[src/rtl/string_match_frame_arbiter.sv]
// Two-requester, frame-granular arbiter in front of one shared string matching processor.
// Whole frames are granted round-robin; the match result (or a forced timeout) goes to the owner.
module string_match_frame_arbiter #(
   parameter int unsigned TIMEOUT_CYCLES = 1024
) (
   input  logic       clock,
   input  logic       reset,
   input  logic [7:0] in0_data,
   input  logic       in0_valid,
   input  logic       in0_last,
   output logic       in0_ready,
   input  logic [7:0] in1_data,
   input  logic       in1_valid,
   input  logic       in1_last,
   output logic       in1_ready,
   output logic       proc_enable,
   output logic [7:0] proc_data,
   output logic       proc_valid,
   output logic       proc_last,
   input  logic [7:0] proc_result,
   input  logic       proc_result_valid,
   output logic       res0_valid,
   output logic       res1_valid,
   output logic       res_match,
   output logic       res_timeout
);

   localparam int unsigned CW = $clog2(TIMEOUT_CYCLES + 1);
   localparam logic [CW-1:0] TO_LAST = CW'(TIMEOUT_CYCLES - 1);
   localparam logic [CW-1:0] CNT_MAX = {CW{1'b1}};

   typedef enum logic [1:0] {StIdle, StStream, StWait} state_e;

   state_e        r_state;
   logic          r_grant;
   logic          r_rr_ptr;
   logic [CW-1:0] r_cnt;
   logic          r_proc_enable;
   logic [7:0]    r_proc_data;
   logic          r_proc_valid;
   logic          r_proc_last;
   logic          r_res0_valid;
   logic          r_res1_valid;
   logic          r_res_match;
   logic          r_res_timeout;

   logic          w_pick;
   logic          w_sel_valid;
   logic          w_sel_last;
   logic [7:0]    w_sel_data;
   logic          w_accept;
   logic          w_unused_result;

   // Only bit 0 of the processor result carries information.
   assign w_unused_result = ^proc_result[7:1];

   // With both requesting the round-robin pointer decides; otherwise the lone requester wins.
   assign w_pick      = (in0_valid && in1_valid) ? r_rr_ptr : in1_valid;
   assign w_sel_valid = r_grant ? in1_valid : in0_valid;
   assign w_sel_last  = r_grant ? in1_last  : in0_last;
   assign w_sel_data  = r_grant ? in1_data  : in0_data;
   assign w_accept    = (r_state == StStream) && w_sel_valid;

   assign in0_ready   = (r_state == StStream) && !r_grant;
   assign in1_ready   = (r_state == StStream) &&  r_grant;

   assign proc_enable = r_proc_enable;
   assign proc_data   = r_proc_data;
   assign proc_valid  = r_proc_valid;
   assign proc_last   = r_proc_last;
   assign res0_valid  = r_res0_valid;
   assign res1_valid  = r_res1_valid;
   assign res_match   = r_res_match;
   assign res_timeout = r_res_timeout;

   always_ff @(posedge clock or posedge reset) begin
      if (reset) begin
         r_state       <= StIdle;
         r_grant       <= 1'b0;
         r_rr_ptr      <= 1'b0;
         r_cnt         <= '0;
         r_proc_enable <= 1'b0;
         r_proc_data   <= '0;
         r_proc_valid  <= 1'b0;
         r_proc_last   <= 1'b0;
         r_res0_valid  <= 1'b0;
         r_res1_valid  <= 1'b0;
         r_res_match   <= 1'b0;
         r_res_timeout <= 1'b0;
      end else begin
         r_res0_valid <= 1'b0;
         r_res1_valid <= 1'b0;
         r_proc_valid <= 1'b0;
         r_proc_last  <= 1'b0;
         unique case (r_state)
            StIdle: begin
               if (in0_valid || in1_valid) begin
                  r_grant       <= w_pick;
                  r_rr_ptr      <= ~w_pick;
                  r_proc_enable <= 1'b1;
                  r_state       <= StStream;
               end
            end
            StStream: begin
               if (w_accept) begin
                  r_proc_data  <= w_sel_data;
                  r_proc_valid <= 1'b1;
                  r_proc_last  <= w_sel_last;
                  if (w_sel_last) begin
                     r_cnt   <= '0;
                     r_state <= StWait;
                  end
               end
            end
            StWait: begin
               if (r_cnt != CNT_MAX) begin
                  r_cnt <= r_cnt + CW'(1);
               end
               // A result arriving in the timeout cycle takes priority over the timeout.
               if (proc_result_valid) begin
                  r_res0_valid  <= !r_grant;
                  r_res1_valid  <= r_grant;
                  r_res_match   <= proc_result[0];
                  r_res_timeout <= 1'b0;
                  r_proc_enable <= 1'b0;
                  r_state       <= StIdle;
               end else if (r_cnt == TO_LAST) begin
                  r_res0_valid  <= !r_grant;
                  r_res1_valid  <= r_grant;
                  r_res_match   <= 1'b0;
                  r_res_timeout <= 1'b1;
                  r_proc_enable <= 1'b0;
                  r_state       <= StIdle;
               end
            end
            default: begin
               r_proc_enable <= 1'b0;
               r_state       <= StIdle;
            end
         endcase
      end
   end

endmodule

[config.mk]
export PLATFORM = sky130hd
export DESIGN_NAME = string_match_frame_arbiter
export DESIGN_NICKNAME = d
export VERILOG_FILES = /design/src/rtl/string_match_frame_arbiter.sv
export SDC_FILE = /design/constraint.sdc
export NUM_CORES = 1
export LEC_CHECK = 0
export CAP_MARGIN = 20
export CORE_MARGIN = 2
export CORE_UTILIZATION = 36
export DETAILED_ROUTE_END_ITERATION = 10
export GPL_TIMING_DRIVEN = 0
export PLACE_DENSITY = 0.64
export SETUP_SLACK_MARGIN = 0.2
export SLEW_MARGIN = 20
export SYNTH_ARGS = -nofsm -noshare
export SYNTH_HDL_FRONTEND = slang
export SYNTH_SLANG_ARGS = --single-unit
[constraint.sdc]
create_clock -name clock -period 2.04 [get_ports clock]
set_clock_uncertainty 0.15 [all_clocks]
set_input_delay 0.204 -clock clock [delete_from_list [all_inputs] [get_ports clock]]
set_output_delay 0.204 -clock clock [all_outputs]
set_load 0.01 [all_outputs]
==> results.cfg, run 1 <==
[status]
status = finished clean

[synth]
ys.flop_type = dfrtp_1
synth_edf_count = 0
synthTopCellsByArea = dfrtp_1 52%, mux2i_1 5.5%, a21oi_1 5.2%
synthTopCellsByCount = 30 x dfrtp_1, 15 x a21oi_1, 14 x nor2_1
syn_area_per_cell_um2 = 10.3
async_flop_share_pct = 100
synth_nets = 173
ys_seq_elements = 30
synth_cells = 141
synth_cell_types = 38
yosys.area.top_type_share_pct = 51.7
yosys.area.top_type = dfrtp_1
netlist_area_um2 = 1450
yosys_warnings = 0
synth.most_common_cell = dfrtp_1
yosysSeqAreaShare_pct = 51.7

[worst_setup_path]
r2r-end = r_cnt[3]$_DFFE_PP0P_
crit_fanout = 6
crit_path_end_kind = flop
cp.arrival_ns = 1.79
rr_worst_depth = 5
cp-start-kind = flop
timing.rr.start = r_cnt[0]$_DFFE_PP0P_
ff2ff_setup_slack_ns = 0.27
worstPathRequired_ns = 2.06
criticalPathCategory = flop to flop

[clocking]
clockBufferDepth = 2
cts_tree = built
clk_pin_slew_worst_paths_ns = 0.07
holdBufCountCts = 0
cts.sink_count = 30
htreeDepth = 2
cts-buffers-inserted = 5
root_buffer = clkbuf_8
clk_latency_ns = 0.29

[power_and_ir_drop]
seqPwrFrac_pct = 36.1
ir_drop_uv = 663
leakagePower_uw = 0.000964
switching_share_pct = 35.4
pwr-share-comb_pct = 44.1
p_per_area_nw_per_um2 = 1210
p_sw_uw = 906
p_clk_share_pct = 19.8
intPower_uw = 1650
total_power_uw = 2550

[global_route]
grt_max_degree = 31
grt_pass1_wl_um = 5940
track_usage_pct = 17.8
grt_pass1_vias = 1308
grt_overflow = 0
antenna_found_initial = 0

[cells_and_area]
utilization_pct = 53.5
area_growth_pct = 45.1
fillerInstances = 334
design_area_um2 = 2110
drive_above_1_share_pct = 18.1
num-nets-final = 224
diodes = 0
regArea_um2 = 754
multiInputGateArea_um2 = 709
finalNonFillerCells = 243

[timing]
rsz0062_at_grt = yes
clock.fmax_ghz = 0.566
hold_violations = 0
period_share_pct = 86.6
finalMaxSlewViolations = 0
setup_ws_ns = 0.274
setup_viol = 0
relSlewSlack_pct = 58.5
period_needed_ns = 1.77
tightest_slew_ns = 0.622

[floorplanning]
dieHeight_um = 67.5
start_util_pct = 36.8
die_w_um = 67.5
die_area_um2 = 4560
row_count = 23
io_pins = 48
core-area_um2 = 3940

[placement]
dp_hpwl_um = 2520
placed_area_um2 = 1920
preCtsSetupSlack_ns = -0.104
gp_congestion = 0.803
placedCellCount = 231
portBuffers = 40

[detailed_routing]
first_iter_violations = 84
wl_per_cell_um = 14.3
wl_um = 3480
vias = 1296
vias_per_cell = 5.33
final_antenna_net_count = 0
firstDrtPassIters = 4
drc = 0

[flow_run]
cap_viol_max_count = 0

[min_path]
hold_path.class = input port to async pin
worst max-delay path by stage:
stage,end,start
2_1_floorplan,res_match$_DFFE_PP0P_,r_cnt[0]$_DFFE_PP0P_
3_3_place_gp,res_match$_DFFE_PP0P_,r_cnt[0]$_DFFE_PP0P_
3_5_place_dp,res_match$_DFFE_PP0P_,r_cnt[0]$_DFFE_PP0P_
4_1_cts,r_cnt[7]$_DFFE_PP0P_,r_grant$_DFFE_PP0P_
5_1_grt,proc_data[7]$_DFFE_PP0P_,r_grant$_DFFE_PP0P_
6_report,r_cnt[3]$_DFFE_PP0P_,r_cnt[0]$_DFFE_PP0P_
repair_timing:
item | 4_1_cts | 5_1_grt
gates cloned | 0 | 0
pin swaps | 2 | 2
endpoints found under the setup margin | 15 | 10
setup buffers | 3 | 1
gates resized for setup | 12 | 8
critical path, stage by stage (launching register included):
cell	delay [ns]
dfrtp_1	0.39
ha_4	0.18
nand2_4	0.08
o41ai_4	0.48
nor3_1	0.11
a211o_1	0.27
cells by family (layout without fill, tap and decap cells):
logic type      count (synthesis)  after routing  share of synthesized area, %
compound gates                 40             40                          19.1
xor+xnor                        1              1                         0.603
fa+ha+maj                       1              1                         0.861
buf+inv                        11             63                          3.27
flops                          30             30                          51.7
mux                            10             10                          7.06
simple gates                   48             48                          17.4
power by group through the flow:
stage / combinational [uW] / clock (uW) / sequential (uW)
CTS: 1120 / 516 / 917
finish: 1130 / 507 / 921
global placement: 1050 / 0 / 908
global route: 1240 / 544 / 945
detailed placement: 1070 / 0 / 919
floorplan: 539 / 0 / 959
layer usage:
metal / routed length, um / vias up / global-route usage [%]
met3: 165 / 7 / 5.83
met4: 67 / 0 / 7.40
met2: 1760 / 35 / 30.3
met1: 1480 / 641 / 20.3
met5: 0 / - / 0
li1: - / 613 / -
registers in the layout, summed over array words and instances (netlist names):
register and cells:
proc_data 8, proc_enable 1, proc_last 1, proc_valid 1, r_cnt 11, r_grant 1, r_rr_ptr 1, r_state 2
res0_valid 1, res1_valid 1, res_match 1, res_timeout 1
cell usage in the layout (no fill, tap or decap), drive strengths merged, types with 5 or more instances in the layout:
cell	Yosys	final
o21ai	6	6
nor2	14	14
nand2	7	7
clkbuf	2	8
nand3	8	8
clkdlybuf4s50	0	38
mux2i	8	8
buf	3	7
dfrtp	30	30
inv	6	6
a21oi	15	15
a31oi	5	5
final cells by class:
type	instances	area share, %
well taps	50	2.97
inverters	6	1.07
plain buffers	5	1.72
repair buffers	44	20.3
flip-flops and latches	30	35.8
clock inverters	2	0.593
multi-input cells	100	33.6
clock buffers	6	3.92
stage by stage:
stage / hold WS, ns / setup TNS [ns]
final: 0.199 / 0
after detailed placement: 0.341 / -0.141
after floorplan: 0.140 / 0
after CTS: 0.211 / 0
after global placement: 0.322 / -0.0819
after global routing: 0.260 / 0
No activity file was read; power rests on OpenSTA's default activity.
==> run 2, diff against run 1 <==
Settings changed: CORE_MARGIN 2 to 8.
==> results.cfg, run 2 (same netlist as run 1, synthesis figures left out) <==
[cells_and_area]
design_area_um2 = 2110
drive_above_1_share_pct = 16.9
fillerInstances = 369
num-nets-final = 226
area_growth_pct = 45.2
utilization_pct = 53.5
largest_reg_flops = 11
largest-register = r_cnt
layout_commonest_cell = clkdlybuf4s50_1
final_cell_mix = 38 x clkdlybuf4s50_1, 30 x dfrtp_1, 15 x a21oi_1
diodes = 0

[timing]
finalMaxSlewViolations = 0
clock.fmax_ghz = 0.555
setup_viol = 0
setup_tns_ns = 0
period_needed_ns = 1.80
rsz0062_at_grt = yes
hold_violations = 0
period_share_pct = 88.4
setup_ws_ns = 0.237
tightest_slew_ns = 0.636
relSlewSlack_pct = 57.5

[detailed_routing]
vias = 1315
wl_per_cell_um = 15.9
wl_um = 3880
drc = 0
final_antenna_net_count = 0
first_iter_violations = 69
firstDrtPassIters = 4
vias_per_cell = 5.37

[worst_setup_path]
worstPathRequired_ns = 2.05
startpoint = r_cnt[0]$_DFFE_PP0P_
cp-start-kind = flop
timing.rr.start = r_cnt[0]$_DFFE_PP0P_
max_stage_delay_ns = 0.43
cp.arrival_ns = 1.82
criticalPathCategory = flop to flop
slowest_stage = dfrtp_1
crit_fanout = 6
worstPathCellList = ha_4 > nand2_2 > o41ai_4 > buf_4 > and2_4 > a221o_2
crit_path_end_kind = flop

[placement]
portBuffers = 40
preCtsSetupSlack_ns = -0.160
placed_area_um2 = 1920
gp_congestion = 0.774
dp_hpwl_um = 2850

[global_route]
grt_pass1_vias = 1363
track_usage_pct = 13.3
antenna_found_initial = 0
grt_max_degree = 31
grt_overflow = 0
grt_pass1_wl_um = 6600

[floorplanning]
start_util_pct = 36.8
row_count = 23
die_w_um = 79.5
die_area_um2 = 6320
dieHeight_um = 79.5
core-area_um2 = 3940
io_pins = 48

[clocking]
holdBufCountCts = 0
clk_pin_slew_worst_paths_ns = 0.06
clockBufferDepth = 2
htreeDepth = 2
cts-buffers-inserted = 5
cts_tree = built
clk_latency_ns = 0.28
cts.sink_count = 30
root_buffer = clkbuf_8

[min_path]
hold_path.class = input port to async pin

[power_and_ir_drop]
ir_drop_uv = 602
total_power_uw = 2590
p_per_area_nw_per_um2 = 1230
leakagePower_uw = 0.000962

[flow_run]
cap_viol_max_count = 0

[status]
status = finished clean
[run 2: report_power, final]
part | internal, uW | switching, uW | total [uW]
registers | 782 | 132 | 914
logic | 577 | 537 | 1110
clock network | 340 | 219 | 559
[run 2: worst max-delay path: cells and delay by family, from the launching register on]
kind | cells | cell delay (ns)
adders and majority gates | 1 | 0.19
AOI/OAI and AO/OA | 2 | 0.47
buffers and inverters | 1 | 0.16
DFF | 1 | 0.43
and+or+nand+nor | 2 | 0.29
[run 2: cell type report]
class                   instances  area [um^2]  share of cell area, %
plain buffers                   5         28.8                   1.36
clock buffers                   8          110                   5.22
inverters                       6         22.5                   1.07
multi-input cells             100          692                   32.8
flip-flops and latches         30          751                   35.6
well taps                      50         62.6                   2.97
repair buffers                 46          443                   21.0
[run 2: worst paths after layout]
path,end,slack (ns),depth (start not counted)
setup reg to reg,r_cnt[7]$_DFFE_PP0P_,0.24,6
hold / removal,res_timeout$_DFFE_PP0P_,0.18,2
max in group asynchronous,r_cnt[1]$_DFFE_PP0P_,1.14,2
min in group clock,r_rr_ptr$_DFFE_PP0P_,0.35,1
setup / recovery,r_cnt[7]$_DFFE_PP0P_,0.24,6
hold reg to reg,r_rr_ptr$_DFFE_PP0P_,0.35,1
[run 2: repair_timing]
action | 4_1_cts | 5_1_grt
buffers inserted | 2 | 4
setup endpoints to repair | 16 | 11
resized for setup | 9 | 3
pin swaps | 2 | 3
[run 2: stage by stage]
stage / hold WS (ns) / cells
floorplan: 0.140 / 141
global placement: 0.321 / 231
CTS: 0.213 / 241
finish: 0.182 / 245
detailed placement: 0.342 / 231
global route: 0.251 / 245
[run 2: metal layers]
layer	up-vias	routed length (um)	global-route usage, %
met5	-	0	0
met4	0	56	5.00
met3	6	248	5.18
met2	36	1960	22.4
met1	655	1620	14.8
li1	618	-	-
==> run 3, diff against run 2 <==
Settings changed: TNS_END_PERCENT set to 1.
==> results.cfg, run 3 (same netlist as run 1, synthesis figures left out) <==
[timing]
relSlewSlack_pct = 57.2
period_needed_ns = 1.81
setup_viol = 0
period_share_pct = 88.6
setup_ws_ns = 0.233
tightest_slew_ns = 0.641
rsz0062_at_grt = yes
finalMaxSlewViolations = 0
whs_ns = 0.185
hold_violations = 0
clock.fmax_ghz = 0.553

[flow_run]
cap_viol_max_count = 0

[worst_setup_path]
criticalPathCategory = flop to output pin
crit_buf_inv = 3
worstPathCellList = buf_4 > clkbuf_4 > and2_1 > dlygate4sd2_1
max_stage_delay_ns = 0.36
worstPathRequired_ns = 1.69
slowest_stage = dfrtp_1
crit_fanout = 10
cp-start-kind = flop
cp.arrival_ns = 1.45
critPathTopFamily = buffers and inverters
crit_path_end_kind = output pin

[cells_and_area]
final_cell_mix = 38 x clkdlybuf4s50_1, 30 x dfrtp_1, 15 x a21oi_1
design_area_um2 = 2090
largest_reg_flops = 11
finalNonFillerCells = 242
area_growth_pct = 44.0
utilization_pct = 53.1
layout_commonest_cell = clkdlybuf4s50_1
num-nets-final = 223
drive_above_1_share_pct = 15.6
diodes = 0
fillerInstances = 364
largest-register = r_cnt

[global_route]
grt_pass1_vias = 1361
track_usage_pct = 13.3
busiest_layer = met2
grtUsageMet2_pct = 22.1
grtUsageMet3_pct = 5.18
antenna_found_initial = 0
grt_pass1_wl_um = 6580
grtUsageMet1_pct = 14.7
grt_max_degree = 31
grt_overflow = 0

[placement]
placedCellCount = 231
placed_area_um2 = 1920
dp_hpwl_um = 2850
portBuffers = 40
preCtsSetupSlack_ns = -0.160
gp_congestion = 0.774

[power_and_ir_drop]
ir_drop_uv = 602
p_clk_share_pct = 21.7
intPower_uw = 1690
seqPwrFrac_pct = 35.7
pwr-share-comb_pct = 42.6
p_per_area_nw_per_um2 = 1230
leakagePower_uw = 0.000960
switching_share_pct = 34.5
p_sw_uw = 887

[clocking]
clk_latency_ns = 0.28
clockBufferDepth = 2
htreeDepth = 2
root_buffer = clkbuf_8
clk_pin_slew_worst_paths_ns = 0.06
cts-buffers-inserted = 5
cts_tree = built
cts.sink_count = 30

[detailed_routing]
wl_per_cell_um = 15.9
firstDrtPassIters = 4
vias = 1302
vias_per_cell = 5.38
first_iter_violations = 76
drc = 0
final_antenna_net_count = 0
wl_um = 3860

[floorplanning]
dieHeight_um = 79.5
core-area_um2 = 3940
row_count = 23
start_util_pct = 36.8
io_pins = 48
die_area_um2 = 6320
die_w_um = 79.5

[status]
status = finished clean

[min_path]
hold_path.class = input port to async pin
[run 3: final cells by class]
cell class	count	area [um^2]	share of cell area [%]
Tap cell	50	62.6	2.99
Timing Repair Buffer	43	420	20.1
Multi-Input combinational cell	100	697	33.3
Buffer	5	28.8	1.38
Clock buffer	8	110	5.26
Inverter	6	22.5	1.08
Sequential cell	30	751	35.9
[run 3: power groups by stage]
stage / combinational (uW) / clock, uW / sequential, uW
floorplan: 539 / 0 / 959
global placement: 1060 / 0 / 908
detailed placement: 1090 / 0 / 920
CTS: 1100 / 573 / 920
global route: 1210 / 603 / 950
finish: 1100 / 558 / 918
[run 3: stage by stage]
stage,power [uW],setup TNS [ns]
2_1_floorplan,1500,0
3_3_place_gp,1970,-0.0862
3_5_place_dp,2010,-0.205
4_1_cts,2590,0
5_1_grt,2760,0
6_report,2570,0
[run 3: metal layers]
layer | share of wire [%] | vias to the layer above
met5 | 0 | -
met4 | 1.8 | 0
met3 | 6.0 | 8
met2 | 49 | 37
met1 | 43 | 644
li1 | - | 613
[run 3: final timing paths]
| path | startpoint | to | slack, ns | cells past startpoint |
|---|---|---|---|---|
| max reg2reg | r_state[0]$_DFFE_PP0P_ | r_cnt[7]$_DFFE_PP0P_ | 0.24 | 5 |
| max in group asynchronous | reset | r_cnt[0]$_DFFE_PP0P_ | 1.13 | 2 |
| min | reset | res_timeout$_DFFE_PP0P_ | 0.18 | 2 |
| min reg2reg | r_rr_ptr$_DFFE_PP0P_ | r_rr_ptr$_DFFE_PP0P_ | 0.36 | 1 |
| min in group clock | r_rr_ptr$_DFFE_PP0P_ | r_rr_ptr$_DFFE_PP0P_ | 0.36 | 1 |
| max | r_grant$_DFFE_PP0P_ | in1_ready | 0.23 | 4 |
[run 3: repair_timing]
action                                  CTS  global route
buffers inserted                          0             3
pin swaps                                 3             2
endpoints found under the setup margin   16            16
hold buffers                              0             0
gates resized for setup                  10             2
